<file path="src/rtl/gfx_pattern_pkg.sv">
// Shared types for the test-pattern generator: pattern encodings and FSM states.
// No logic, no latency.
// No flow control here; consumers own the valid/ready handshake.
package gfx_pattern_pkg;

   typedef enum logic [1:0] {
      PATTERN_VBARS    = 2'd0,
      PATTERN_HBARS    = 2'd1,
      PATTERN_CHECKER  = 2'd2,
      PATTERN_GRADIENT = 2'd3
   } pattern_e;

   typedef enum logic {
      ST_IDLE = 1'b0,
      ST_RUN  = 1'b1
   } state_e;

endpackage

</file>
<file path="src/rtl/gfx_pattern_color.sv">
// Maps a pattern mode and a pixel coordinate to a packed {red, grn, blu} color.
// Purely combinational, zero latency; the parent registers the result with the coordinate.
// No backpressure: the parent only feeds it the coordinate that will be presented next.
module gfx_pattern_color
   import gfx_pattern_pkg::*;
#(
   parameter int FB_WIDTH    = 640,
   parameter int FB_HEIGHT   = 480,
   parameter int PIXEL_BITS  = 12,
   parameter int CHECK_SHIFT = 4,
   parameter int XW          = 10,
   parameter int YW          = 9
) (
   input  logic [1:0]            mode,
   input  logic [XW-1:0]         x,
   input  logic [YW-1:0]         y,
   output logic [PIXEL_BITS-1:0] color
);

   localparam int CB = PIXEL_BITS / 3;
   localparam int unsigned W3 = FB_WIDTH / 3;
   localparam int unsigned H3 = FB_HEIGHT / 3;
   localparam logic [CB-1:0] FULL = {CB{1'b1}};

   // Widen coordinates so thresholds and narrow gradient channels compare/extend cleanly
   logic [31:0] xe;
   logic [31:0] ye;
   assign xe = 32'(x);
   assign ye = 32'(y);

   logic [CB-1:0] red;
   logic [CB-1:0] grn;
   logic [CB-1:0] blu;

   // Per-channel pattern selection; channels not lit by a pattern stay at zero
   always_comb begin
      red = '0;
      grn = '0;
      blu = '0;
      case (mode)
         PATTERN_VBARS: begin
            if (xe < W3)          red = FULL;
            else if (xe < 2 * W3) grn = FULL;
            else                  blu = FULL;
         end
         PATTERN_HBARS: begin
            if (ye < H3)          red = FULL;
            else if (ye < 2 * H3) grn = FULL;
            else                  blu = FULL;
         end
         PATTERN_CHECKER: begin
            // Cell parity is the xor of the coordinate bits just above the cell size
            if ((xe[CHECK_SHIFT] ^ ye[CHECK_SHIFT]) == 1'b0) begin
               red = FULL;
               grn = FULL;
               blu = FULL;
            end
         end
         PATTERN_GRADIENT: begin
            red = xe[CB-1:0];
            grn = ye[CB-1:0];
            // Low bits of a sum depend only on the low bits of the operands
            blu = xe[CB-1:0] + ye[CB-1:0];
         end
         default: begin
            red = '0;
         end
      endcase
   end

   assign color = PIXEL_BITS'({red, grn, blu});

endmodule

</file>
<file path="src/rtl/gfx_pattern_gen.sv">
// Raster-scan test-pattern source: one pixel per cycle, frames started by start, optional looping.
// First pixel one cycle after start; next pixel the cycle after each transfer (no bubbles).
// Holds x/y/color/last stable while valid && !ready; mode/loop only change at frame boundaries.
`ifndef VGA_MODE_H_VISIBLE
`define VGA_MODE_H_VISIBLE 640
`endif
`ifndef VGA_MODE_V_VISIBLE
`define VGA_MODE_V_VISIBLE 480
`endif

module gfx_pattern_gen
   import gfx_pattern_pkg::*;
#(
   parameter int FB_WIDTH    = `VGA_MODE_H_VISIBLE,
   parameter int FB_HEIGHT   = `VGA_MODE_V_VISIBLE,
   parameter int PIXEL_BITS  = 12,
   parameter int CHECK_SHIFT = 4,
   localparam int XW = (FB_WIDTH  > 1) ? $clog2(FB_WIDTH)  : 1,
   localparam int YW = (FB_HEIGHT > 1) ? $clog2(FB_HEIGHT) : 1
) (
   input  logic                  clk,
   input  logic                  reset,
   input  logic                  start,
   input  logic [1:0]            mode,
   input  logic                  loop,
   input  logic                  ready,
   output logic                  valid,
   output logic [XW-1:0]         x,
   output logic [YW-1:0]         y,
   output logic [PIXEL_BITS-1:0] color,
   output logic                  last,
   output logic                  busy
);

   localparam logic [XW-1:0] X_MAX = XW'(FB_WIDTH - 1);
   localparam logic [YW-1:0] Y_MAX = YW'(FB_HEIGHT - 1);

   state_e        state;
   logic [1:0]    mode_q;
   logic          loop_q;

   logic [XW-1:0]         nxt_x;
   logic [YW-1:0]         nxt_y;
   logic [1:0]            nxt_mode;
   logic [PIXEL_BITS-1:0] nxt_color;
   logic                  nxt_last;

   // Coordinate and mode of the pixel to present after the next transfer (or after start);
   // a new frame always begins at (0,0) using the live mode input, which is latched alongside
   always_comb begin
      nxt_x    = '0;
      nxt_y    = '0;
      nxt_mode = mode;
      if (state == ST_RUN && !last) begin
         nxt_mode = mode_q;
         if (x == X_MAX) begin
            nxt_y = y + YW'(1);
         end else begin
            nxt_x = x + XW'(1);
            nxt_y = y;
         end
      end
   end

   assign nxt_last = (nxt_x == X_MAX) && (nxt_y == Y_MAX);

   gfx_pattern_color #(
      .FB_WIDTH    (FB_WIDTH),
      .FB_HEIGHT   (FB_HEIGHT),
      .PIXEL_BITS  (PIXEL_BITS),
      .CHECK_SHIFT (CHECK_SHIFT),
      .XW          (XW),
      .YW          (YW)
   ) u_color (
      .mode  (nxt_mode),
      .x     (nxt_x),
      .y     (nxt_y),
      .color (nxt_color)
   );

   // Frame FSM; pixel outputs are registered together so color always matches x/y
   always_ff @(posedge clk) begin
      if (reset) begin
         state  <= ST_IDLE;
         mode_q <= 2'd0;
         loop_q <= 1'b0;
         valid  <= 1'b0;
         x      <= '0;
         y      <= '0;
         color  <= '0;
         last   <= 1'b0;
      end else begin
         case (state)
            ST_IDLE: begin
               if (start) begin
                  state  <= ST_RUN;
                  mode_q <= mode;
                  loop_q <= loop;
                  valid  <= 1'b1;
                  x      <= nxt_x;
                  y      <= nxt_y;
                  color  <= nxt_color;
                  last   <= nxt_last;
               end
            end
            ST_RUN: begin
               if (valid && ready) begin
                  if (last && !loop_q) begin
                     state <= ST_IDLE;
                     valid <= 1'b0;
                     x     <= '0;
                     y     <= '0;
                     color <= '0;
                     last  <= 1'b0;
                  end else begin
                     if (last) begin
                        mode_q <= mode;
                        loop_q <= loop;
                     end
                     x     <= nxt_x;
                     y     <= nxt_y;
                     color <= nxt_color;
                     last  <= nxt_last;
                  end
               end
            end
            default: begin
               state <= ST_IDLE;
               valid <= 1'b0;
            end
         endcase
      end
   end

   assign busy = (state == ST_RUN);

endmodule

</file>
<file path="config.mk">
export PLATFORM = sky130hd
export DESIGN_NAME = gfx_pattern_gen
export DESIGN_NICKNAME = d
export VERILOG_FILES = /design/src/rtl/gfx_pattern_pkg.sv /design/src/rtl/gfx_pattern_color.sv /design/src/rtl/gfx_pattern_gen.sv
export SDC_FILE = /design/constraint.sdc
export NUM_CORES = 1
export LEC_CHECK = 0
export ABC_AREA = 1
export CAP_MARGIN = 20
export CELL_PAD_IN_SITES_DETAIL_PLACEMENT = 0
export CELL_PAD_IN_SITES_GLOBAL_PLACEMENT = 1
export CORE_MARGIN = 2
export CORE_UTILIZATION = 45
export CTS_BUF_LIST = sky130_fd_sc_hd__clkbuf_4
export DETAILED_ROUTE_END_ITERATION = 16
export DONT_BUFFER_PORTS = 1
export GPL_ROUTABILITY_DRIVEN = 0
export PLACE_DENSITY_LB_ADDON = 0.2
export SETUP_SLACK_MARGIN = 0.3
export SYNTH_ARGS = -nofsm -noshare
export SYNTH_HDL_FRONTEND = slang
export SYNTH_HIERARCHICAL = 1
export SYNTH_SLANG_ARGS = --single-unit
</file>
<file path="constraint.sdc">
create_clock -name clk -period 2.9 [get_ports clk]
set_clock_uncertainty 0.15 [all_clocks]
set_input_delay 0.29 -clock clk [delete_from_list [all_inputs] [get_ports clk]]
set_output_delay 0.29 -clock clk [all_outputs]
set_load 0.02 [all_outputs]
</file>
==> flow_summary.toml <==
[yosys]
syn_area_per_cell_um2 = 6.03
postSynthCellCount = 428
synth_cell_types = 32
ys.flop_type = "dfxtp_1"
synthArstFlopShare_pct = 0
synth_edf_count = 0
yosys_warnings = 6
synth_nets = 441
synth.cell_area_um2 = 2580
ys_seq_area_share_pct = 28.7
ys_ff_latch = 37

[die]
die_y_um = 79.8
start_util_pct = 46.6
rows = 27
dieArea_um2 = 6360
io-pin-count = 41
core_area_um2 = 5540
die_w_um = 79.8

[min_path]
hold_start = "reset"
hold_path.class = "in -> reg"

[setup_path]
slowest_delay_ns = 0.49
critPathLaunch = "x[0]"
worst-path-buf-inv = 0
cp-end-kind = "register"
worstPathMaxFanout = 7
path_common_cell = "nand2_1"
crit_type = "reg -> reg"
cp.arrival_ns = 2.68
worstPathCellList = "ha_4 > nand2_4 > nor2_8 > nand3_4 > nand2_1 > nor2_1 > ha_1 > fa_1 > nand2_1 > and3_1 > nand2_1 > nand3_1 > a21oi_1"
slowest_stage = "fa_1"
start_kind = "register"
path_delay_family = "simple AND/OR/NAND/NOR gates"
required_ns = 3.05
rr_startpoint = "x[0]"

[route]
wire_per_inst_um = 13.7
first_iter_violations = 181
num_vias = 2821
drt_wl_total_um = 7440
final_antenna_net_count = 0
maxUsedRoutingLayer = "met4"
vias_per_cell = 5.20
wl_met1_um = 3330
met2_length_um = 3580
drc = 0
first_pass_iters = 4
met3_length_um = 460

[sta]
setup_viol = 0
tns_ns = 0
holdWs_ns = -0.163
worstMarginPinSlew_ns = 0.518
grt_setup_unrepaired = "true"
fin_crit_ns = 2.52
period_share_pct = 87.1
hold_violations = 16
final-max-slew-violation-count = 0
fmax_mhz = 396
slew_headroom_pct = 65.4

[clocking]
cts_sinks = 37
ctsHoldBuffers = 13
root_buffer = "clkbuf_4"
htree_levels = 2
clk_latency_ns = 0.36
clk_pin_slew_ns = 0.13
cts_buffers = 5
cts_tree = "built"
cts_buffer_depth = 2

[place]
io_buffers = 0
dp_hpwl_um = 5400

[cells_and_area]
diodes = 0
num-fill-cells = 574
layout.nets = 482
final_util_pct = 56.5
syn_to_final_growth_pct = 21.2
regArea_um2 = 748
drive_gt1_share_pct = 19.8
multi_input_area_um2 = 1690

[run_status]
outcome = "finished, violations left"
violations = "hold timing"

[global_route]
grt_antenna_before_repair = 0
grt_max_degree = 28
grt-ovfl-total = 0
track_usage_pct = 24.7
grt_pass1_wl_um = 12300
grt_pass1_vias = 2629

[run]
cap_violations = 0

[pwr]
vdd_drop_max_v = 0.000256
p_leak_nw = 1.44
p_per_area_nw_per_um2 = 357
## report_power, final
group,internal (mW),total [mW],switching (mW),leakage [nW]
sequential,0.538,0.575,0.0369,0.305
clock,0.102,0.290,0.189,0.0354
combinational,0.0899,0.251,0.162,1.10
total,0.730,1.12,0.387,1.44
## layout make-up
class | instances | share of cell area, %
flip-flops and latches | 37 | 23.9
well taps | 72 | 2.88
clock buffers | 6 | 1.44
clock inverters | 2 | 0.320
multi-input cells | 333 | 54.0
repair buffers | 45 | 11.8
inverters | 47 | 5.64
## synthesized netlist by cell type, drive strengths merged (3+ instances only)
cell,instances,area share [%]
nand4,5,1.2
a211oi,4,1.2
a21oi,40,7.9
dfxtp,37,29
buf,3,0.68
o21ai,19,3.8
nor2,72,13
inv,47,6.8
clkbuf,8,1.2
ha,5,2.4
nand2,137,20
nand3,39,8.6
## stage by stage
| step | power [mW] | worst slack, ns | cells | hold slack, ns | cell area (µm²) |
|---|---|---|---|---|---|
| 3_5_place_dp | 0.819 | 0.242 | 515 | 0.209 | 2820 |
| 4_1_cts | 1.12 | 0.294 | 538 | -0.171 | 3040 |
| 6_report | 1.12 | 0.375 | 542 | -0.163 | 3130 |
| 3_3_place_gp | 0.818 | 0.283 | 515 | 0.207 | 2820 |
| 2_1_floorplan | 0.753 | 0.334 | 428 | 0.269 | 2580 |
| 5_1_grt | 1.18 | 0.232 | 542 | -0.188 | 3130 |
## path summary, 6_finish.rpt
kind | slack [ns] | to | cells past startpoint
hold / removal | -0.16 | last | 1
hold reg to reg | 0.31 | mode_q[1] | 2
setup / recovery | 0.38 | color[1] | 13
setup reg to reg | 0.38 | color[1] | 13
## worst register-to-register path, delay by kind of cell, from the launching register on
family | cells | cell delay (ns)
DFF | 1 | 0.37
AOI/OAI and AO/OA | 1 | 0.13
and+or+nand+nor | 9 | 0.97
adders and majority gates | 3 | 0.86
## placed cells by master (no fill, tap or decap), drive strengths merged
cell | Yosys | layout
nand2 | 137 | 137
nor2 | 72 | 72
inv | 47 | 47
a21oi | 40 | 40
nand3 | 39 | 39
dfxtp | 37 | 37
buf | 3 | 32
o21ai | 19 | 19
dlygate4sd3 | 0 | 13
clkbuf | 8 | 6
nand4 | 5 | 5
ha | 5 | 5
a211oi | 4 | 4
xor2 | 2 | 2
nand3b | 2 | 2
clkinv | 0 | 2
and3 | 2 | 2
o21bai | 1 | 1
nor3 | 1 | 1
o211ai | 1 | 1
a21boi | 1 | 1
or2 | 1 | 1
fa | 1 | 1
## logic make-up (layout without fill, tap and decap cells)
family	Yosys count	in the layout	share of synthesized area [%]
xor+xnor	2	2	0.678
buf+inv	58	100	8.67
flops	37	37	28.7
compound gates	66	66	14.1
simple gates	259	259	44.7
fa+ha+maj	6	6	3.20
## per-layer routing
layer	up-vias	GRT usage, %
met5	-	0
met4	0	6.78
met3	5	5.43
met2	89	41.6
met1	1278	31.9
li1	1449	-
## registers in the layout, summed over array words and instances, names as in the netlist
name,count
valid,1
last,1
loop_q,1
color,12
y,9
x,10
busy,1
mode_q,2
## repair_timing
action	CTS	global route
endpoints found under the hold margin	30	16
pin swaps	2	3
resized for setup	3	19
setup endpoints to repair	5	19
buffers inserted	2	4
No activity file was read; power rests on OpenSTA's default activity.
